==> src/rtl/cross_phase_ctrl_pkg.sv <==
// Shared definitions for the cross-street phase controller: state encoding,
// last-served encoding and a timed-state helper.
package cross_pkg;

    typedef enum logic [2:0] {
        IDLE      = 3'd0,
        SEC_GRN   = 3'd1,
        SEC_YEL   = 3'd2,
        PED_WALK  = 3'd3,
        PED_FLASH = 3'd4,
        DONE      = 3'd5
    } state_e;

    localparam logic LAST_SEC = 1'b1;
    localparam logic LAST_PED = 1'b0;

    function automatic logic is_timed(input state_e s);
        return (s == SEC_GRN) || (s == SEC_YEL) || (s == PED_WALK) || (s == PED_FLASH);
    endfunction

endpackage

==> src/rtl/cross_phase_ctrl_if.sv <==
// Request/grant handshake and lamp bundle between the highway side (master)
// and the cross-street phase controller (slave).
interface cross_phase_ctrl_if;
    logic S;
    logic P;
    logic hwy_red;
    logic req;
    logic sec_green;
    logic sec_yellow;
    logic ped_walk;
    logic ped_flash;
    logic done;
    logic Q;

    modport master (
        output S, P, hwy_red,
        input  req, sec_green, sec_yellow, ped_walk, ped_flash, done, Q
    );

    modport slave (
        input  S, P, hwy_red,
        output req, sec_green, sec_yellow, ped_walk, ped_flash, done, Q
    );
endinterface

==> src/rtl/cross_phase_ctrl_phase_timer.sv <==
// Loadable down-counter that times each lamp phase; holds at zero once expired.
module phase_timer #(
    parameter int unsigned CNT_W = 8
) (
    input  logic             i_clk,
    input  logic             i_rst_n,
    input  logic             i_load,
    input  logic [CNT_W-1:0] i_load_val,
    output logic [CNT_W-1:0] o_value,
    output logic             o_zero
);
    logic [CNT_W-1:0] r_cnt;

    always_ff @(posedge i_clk or negedge i_rst_n) begin
        if (!i_rst_n)
            r_cnt <= '0;
        else if (i_load)
            r_cnt <= i_load_val;
        else if (r_cnt != '0)
            r_cnt <= r_cnt - 1'b1;
    end

    assign o_value = r_cnt;
    assign o_zero  = (r_cnt == '0);
endmodule

==> src/rtl/cross_phase_ctrl.sv <==
// Cross-street phase controller: latches S/P requests, serves one per highway red grant.
// Optional macro CROSS_PED_FLASH_EN adds the flashing don't-walk phase.
module cross_phase_ctrl
    import cross_pkg::*;
#(
    parameter int unsigned SEC_GREEN_CYC  = 8,
    parameter int unsigned SEC_YELLOW_CYC = 4,
    parameter int unsigned PED_WALK_CYC   = 8,
    parameter int unsigned PED_FLASH_CYC  = 4,
    parameter int unsigned CNT_W          = 8
) (
    input  logic               Clock,
    input  logic               Resetn,
    cross_phase_ctrl_if.slave  bus
);
    localparam logic [CNT_W-1:0] LD_GRN   = CNT_W'(SEC_GREEN_CYC - 1);
    localparam logic [CNT_W-1:0] LD_YEL   = CNT_W'(SEC_YELLOW_CYC - 1);
    localparam logic [CNT_W-1:0] LD_WALK  = CNT_W'(PED_WALK_CYC - 1);
    localparam logic [CNT_W-1:0] LD_FLASH = CNT_W'(PED_FLASH_CYC - 1);

    state_e           r_state;
    state_e           w_next;
    logic             r_pend_s;
    logic             r_pend_p;
    logic             r_req;
    logic             r_q;
    logic             w_load;
    logic             w_zero;
    logic             w_clr_s;
    logic             w_clr_p;
    logic [CNT_W-1:0] w_load_val;
    logic [CNT_W-1:0] w_cnt;
    logic [CNT_W-1:0] w_cur_max;

    phase_timer #(.CNT_W(CNT_W)) u_timer (
        .i_clk      (Clock),
        .i_rst_n    (Resetn),
        .i_load     (w_load),
        .i_load_val (w_load_val),
        .o_value    (w_cnt),
        .o_zero     (w_zero)
    );

    // With both requests pending, the side not served last time wins.
    always_comb begin
        w_next = r_state;
        case (r_state)
            IDLE: begin
                if (bus.hwy_red) begin
                    if (r_pend_s && (!r_pend_p || r_q == LAST_PED))
                        w_next = SEC_GRN;
                    else if (r_pend_p)
                        w_next = PED_WALK;
                    else
                        w_next = DONE;
                end
            end
            SEC_GRN:   if (!bus.hwy_red) w_next = IDLE; else if (w_zero) w_next = SEC_YEL;
            SEC_YEL:   if (!bus.hwy_red) w_next = IDLE; else if (w_zero) w_next = DONE;
`ifdef CROSS_PED_FLASH_EN
            PED_WALK:  if (!bus.hwy_red) w_next = IDLE; else if (w_zero) w_next = PED_FLASH;
`else
            PED_WALK:  if (!bus.hwy_red) w_next = IDLE; else if (w_zero) w_next = DONE;
`endif
            PED_FLASH: if (!bus.hwy_red) w_next = IDLE; else if (w_zero) w_next = DONE;
            DONE:      if (!bus.hwy_red) w_next = IDLE;
            default:   w_next = IDLE;
        endcase
    end

    always_comb begin
        w_load     = (w_next != r_state) && is_timed(w_next);
        w_load_val = '0;
        case (w_next)
            SEC_GRN:   w_load_val = LD_GRN;
            SEC_YEL:   w_load_val = LD_YEL;
            PED_WALK:  w_load_val = LD_WALK;
            PED_FLASH: w_load_val = LD_FLASH;
            default:   w_load_val = '0;
        endcase
    end

    assign w_clr_s = (r_state == IDLE) && (w_next == SEC_GRN);
    assign w_clr_p = (r_state == IDLE) && (w_next == PED_WALK);

    always_ff @(posedge Clock or negedge Resetn) begin
        if (!Resetn) begin
            r_state  <= IDLE;
            r_pend_s <= 1'b0;
            r_pend_p <= 1'b0;
            r_req    <= 1'b0;
            r_q      <= LAST_PED;
        end else begin
            r_state  <= w_next;
            r_pend_s <= bus.S | (r_pend_s & ~w_clr_s);
            r_pend_p <= bus.P | (r_pend_p & ~w_clr_p);
            r_req    <= r_pend_s | r_pend_p;
            if (w_clr_s)
                r_q <= LAST_SEC;
            else if (w_clr_p)
                r_q <= LAST_PED;
        end
    end

    assign bus.req        = r_req;
    assign bus.Q          = r_q;
    assign bus.sec_green  = (r_state == SEC_GRN);
    assign bus.sec_yellow = (r_state == SEC_YEL);
    assign bus.ped_walk   = (r_state == PED_WALK);
`ifdef CROSS_PED_FLASH_EN
    assign bus.ped_flash  = (r_state == PED_FLASH);
`else
    assign bus.ped_flash  = 1'b0;
`endif
    assign bus.done       = (r_state == DONE);

    always_comb begin
        w_cur_max = '1;
        case (r_state)
            SEC_GRN:   w_cur_max = LD_GRN;
            SEC_YEL:   w_cur_max = LD_YEL;
            PED_WALK:  w_cur_max = LD_WALK;
            PED_FLASH: w_cur_max = LD_FLASH;
            default:   w_cur_max = '1;
        endcase
    end

    // A running phase never holds more time than it was loaded with.
    a_cnt_in_range: assert property (@(posedge Clock) disable iff (!Resetn)
        w_cnt <= w_cur_max);
endmodule

==> src/flat_wrapper.sv <==
// flat-port wrapper written by rule: the top's interface ports become plain ports
module cross_phase_ctrl_flat import cross_pkg::*;
#(
    parameter int unsigned SEC_GREEN_CYC  = 8,
    parameter int unsigned SEC_YELLOW_CYC = 4,
    parameter int unsigned PED_WALK_CYC   = 8,
    parameter int unsigned PED_FLASH_CYC  = 4,
    parameter int unsigned CNT_W          = 8
)
  (Clock, Resetn, bus_S, bus_P, bus_hwy_red, bus_req, bus_sec_green, bus_sec_yellow, bus_ped_walk, bus_ped_flash, bus_done, bus_Q);
  cross_phase_ctrl_if bus_i ();
  input  logic Clock;
  input  logic Resetn;
  input wire logic [$bits(bus_i.S)-1:0] bus_S;
  input wire logic [$bits(bus_i.P)-1:0] bus_P;
  input wire logic [$bits(bus_i.hwy_red)-1:0] bus_hwy_red;
  output wire logic [$bits(bus_i.req)-1:0] bus_req;
  output wire logic [$bits(bus_i.sec_green)-1:0] bus_sec_green;
  output wire logic [$bits(bus_i.sec_yellow)-1:0] bus_sec_yellow;
  output wire logic [$bits(bus_i.ped_walk)-1:0] bus_ped_walk;
  output wire logic [$bits(bus_i.ped_flash)-1:0] bus_ped_flash;
  output wire logic [$bits(bus_i.done)-1:0] bus_done;
  output wire logic [$bits(bus_i.Q)-1:0] bus_Q;
  assign bus_i.S = bus_S;
  assign bus_i.P = bus_P;
  assign bus_i.hwy_red = bus_hwy_red;
  assign bus_req = bus_i.req;
  assign bus_sec_green = bus_i.sec_green;
  assign bus_sec_yellow = bus_i.sec_yellow;
  assign bus_ped_walk = bus_i.ped_walk;
  assign bus_ped_flash = bus_i.ped_flash;
  assign bus_done = bus_i.done;
  assign bus_Q = bus_i.Q;
  cross_phase_ctrl #(.SEC_GREEN_CYC(SEC_GREEN_CYC), .SEC_YELLOW_CYC(SEC_YELLOW_CYC), .PED_WALK_CYC(PED_WALK_CYC), .PED_FLASH_CYC(PED_FLASH_CYC), .CNT_W(CNT_W)) u_core (.Clock(Clock), .Resetn(Resetn), .bus(bus_i));
endmodule
==> config.mk <==
export PLATFORM = sky130hd
export DESIGN_NAME = cross_phase_ctrl_flat
export DESIGN_NICKNAME = d
export VERILOG_FILES = /design/src/rtl/cross_phase_ctrl_pkg.sv /design/src/rtl/cross_phase_ctrl_if.sv /design/src/rtl/cross_phase_ctrl_phase_timer.sv /design/src/rtl/cross_phase_ctrl.sv /design/src/flat_wrapper.sv
export SDC_FILE = /design/constraint.sdc
export NUM_CORES = 1
export LEC_CHECK = 0
export CORE_UTILIZATION = 46
export DETAILED_ROUTE_END_ITERATION = 12
export GPL_ROUTABILITY_DRIVEN = 1
export PLACE_DENSITY = 0.69
export SYNTH_ARGS = -nofsm -noshare
export SYNTH_HDL_FRONTEND = slang
export SYNTH_SLANG_ARGS = --single-unit
export TNS_END_PERCENT = 100
==> constraint.sdc <==
create_clock -name Clock -period 3.1 [get_ports Clock]
set_input_delay 0.93 -clock Clock [delete_from_list [all_inputs] [get_ports Clock]]
set_output_delay 0.93 -clock Clock [all_outputs]
set_load 0.02 [all_outputs]
==> metrics.csv <==
metric,value,unit
DR WL/cell,13.0,um
fillcell total,139,
HP Class,register to register,
Die X-Extent,44.2,um
Fin. Hold Viols,0,
Hold Path End,u_core.r_pend_s$_DFF_PN0_,
CTS sink cnt,15,
Worst Tran Pin Value,651,ps
drt first pass iters,4,
hold_sp,u_core.r_pend_s$_DFF_PN0_,
CTS Buf Count,3,
Starting DRT DRC Count,10,
Initial Util,51.9,%
Pwr Total,849,uW
clk_lat worst skew,280,ps
Via-to-Cell Ratio,5.52,
"Slew Viols, Final",0,
Post-CTS Setup Inserts,0,
number of diodes,0,
CTS tree,done,
flop2flop setup slack,1400,ps
final period utilization,87.8,%
Arrival @ worst endpoint,1790,ps
post-synth top area share,45.9,%
relative slew slack,56.5,%
Core ar.,1580,um^2
post-synthesis async set-or-reset flop share,100,%
Synth cell types,39,
die height,44.2,um
"buffers from clock root to sink, at most",2,
WS Path Type,register to output port,
clock transition at the registers of the reported paths,90,ps
crit path launch type,register,
Rows,14,
crit-path max FO,9,
hold buffer count at CTS,0,
worst reg2reg startpoint,u_core.u_timer.o_value[0]$_DFFE_PN0P_,
number of flops mapped to enable cells by yosys,0,
share of layout cells above drive strength 1,10.5,%
register area share after synthesis,45.9,%
die area,1950,um^2
GR Util All Layers,18.7,%
RSZ-0062 raised after global routing,no,
Detail Placement HPWL,1.10,mm
status,finished clean,
flip-flop and latch area,375,um^2
Boundary Pins,12,
vias in the first global route,613,
largest cells by area after synthesis,"dfrtp_1 (46%), a21oi_1 (4.9%), nand2_1 (4.6%), nand2b_1 (3.1%), a211oi_4 (2.4%)",
pwr dens,895,nW/um^2
number of routed nets with antenna violations,0,
port buffer count,10,
post-CTS resize count,0,
drt drc,0,
Synth warnings,0,
Leak Pwr,0.000413,uW
H-tree depth,1,
final WL,1.45,mm
Crit. End Element,output port,
Placer Congestion,0.737,
GRT overflow,0,
Worst Path Required,2170,ps
depth of the worst register-to-register path,6,
cell taking the most area after synthesis,dfrtp_1,
largest net degree at the start of global routing,16,
final net count,102,
WHS Path Cells,1,
Max Cap Viol,0,
WHS,493,ps
first-pass GRT wire length,2.66,mm
Final TNS setup,0,ps
skew final,3.56,ps
CTS Root Cell,clkbuf_4,
Gate Count Post-Synth,84,
Peak supply drop,0.000706,V
R2R Path End,u_core.u_timer.o_value[1]$_DFFE_PN0P_,
syn_area_per_cell,9.74,um^2
initial antenna violation count,0,
mapped cell area,818,um^2
synthesis-to-finish area growth,15.9,%
Multi-input gate area,408,um^2
Final Critical Period,2720,ps
Finish-stage setup viols,0,
f_max,0.367,GHz
via count of the routed design,613,
flop and latch count out of synthesis,15,
Main synth FF type,dfrtp_1,
Syn Nets,90,
==> synth_stat cells (all sizes together), types with 4 or more instances <==
library cell and count:
nand2b 4, nand2 10, inv 5, o21ai 4, dfrtp 15, nor2 5
a21oi 8
==> placed cells by master (no fill, tap or decap), types with 2 or more instances in the layout <==
master / n
dfrtp_1: 15
nand2_1: 10
clkdlybuf4s50_1: 10
a21oi_1: 8
inv_1: 5
o21ai_0: 4
nand2b_1: 4
nor2_1: 3
clkbuf_4: 3
nor2b_1: 2
nor2_2: 2
mux2i_1: 2
==> worst max path at each step <==
stage / start / endpoint / slack, ps / cells past startpoint
after detailed placement: bus_hwy_red / u_core.u_timer.o_value[1]$_DFFE_PN0P_ / 630 / 4
after floorplan: u_core.r_state[0]$_DFF_PN0_ / bus_sec_yellow / 1060 / 2
after global placement: bus_hwy_red / u_core.u_timer.o_value[1]$_DFFE_PN0P_ / 660 / 4
after global routing: u_core.r_state[0]$_DFF_PN0_ / bus_done / 300 / 3
after CTS: u_core.r_state[0]$_DFF_PN0_ / bus_done / 370 / 3
final: u_core.r_state[0]$_DFF_PN0_ / bus_done / 380 / 3
==> final cells by class <==
cell class,count,share of cell area [%]
Tap cell,16,2.11
Inverter,5,1.98
Sequential cell,15,39.6
Timing Repair Buffer,10,10.6
Clock buffer,4,2.77
Multi-Input combinational cell,61,43.0
==> report_power, final <==
| part | switching (uW) | internal [uW] |
|---|---|---|
| Sequential | 87.2 | 264 |
| Clock | 59.5 | 49.9 |
| Combinational | 201 | 188 |
==> critical path, cell delays in order, from the launching register on <==
cell and delay, ps:
dfrtp_1 550, nor2b_1 220, and2_1 140, clkdlybuf4s50_1 590
==> metrics by stage <==
step	area (um^2)	std cells	utilization, %	worst slack (ps)
2_1_floorplan	818	84	-	1060
3_3_place_gp	922	107	58.5	657
3_5_place_dp	922	107	58.5	628
4_1_cts	948	111	60.2	366
5_1_grt	948	111	60.2	297
6_report	948	111	60.2	378
==> registers in the layout, indices dropped and copies added (netlist names) <==
name                    cells
u_core.u_timer.o_value      8
u_core.r_state              3
u_core.bus.Q                1
u_core.bus.req              1
u_core.r_pend_p             1
u_core.r_pend_s             1
==> metal layers <==
| layer | GRT usage (%) | share of wire (%) |
|---|---|---|
| met1 | 23.8 | 48 |
| met2 | 31.2 | 48 |
| met3 | 6.12 | 4.1 |
| met4 | 3.64 | 0 |
| met5 | 0 | 0 |
==> logic make-up (layout without fill, tap and decap cells) <==
| kind of cell | Yosys count | after routing | synth area share, % |
|---|---|---|---|
| AOI/OAI and AO/OA | 19 | 19 | 15.9 |
| xor gates and xnor gates | 1 | 1 | 1.07 |
| adders and majority gates | 1 | 1 | 1.53 |
| buffers and inverters | 8 | 19 | 4.28 |
| DFF | 15 | 15 | 45.9 |
| muxes | 2 | 2 | 2.45 |
| other | 1 | 1 | 0.458 |
| and+or+nand+nor | 37 | 37 | 28.4 |
(Power assumes the default switching activity.)
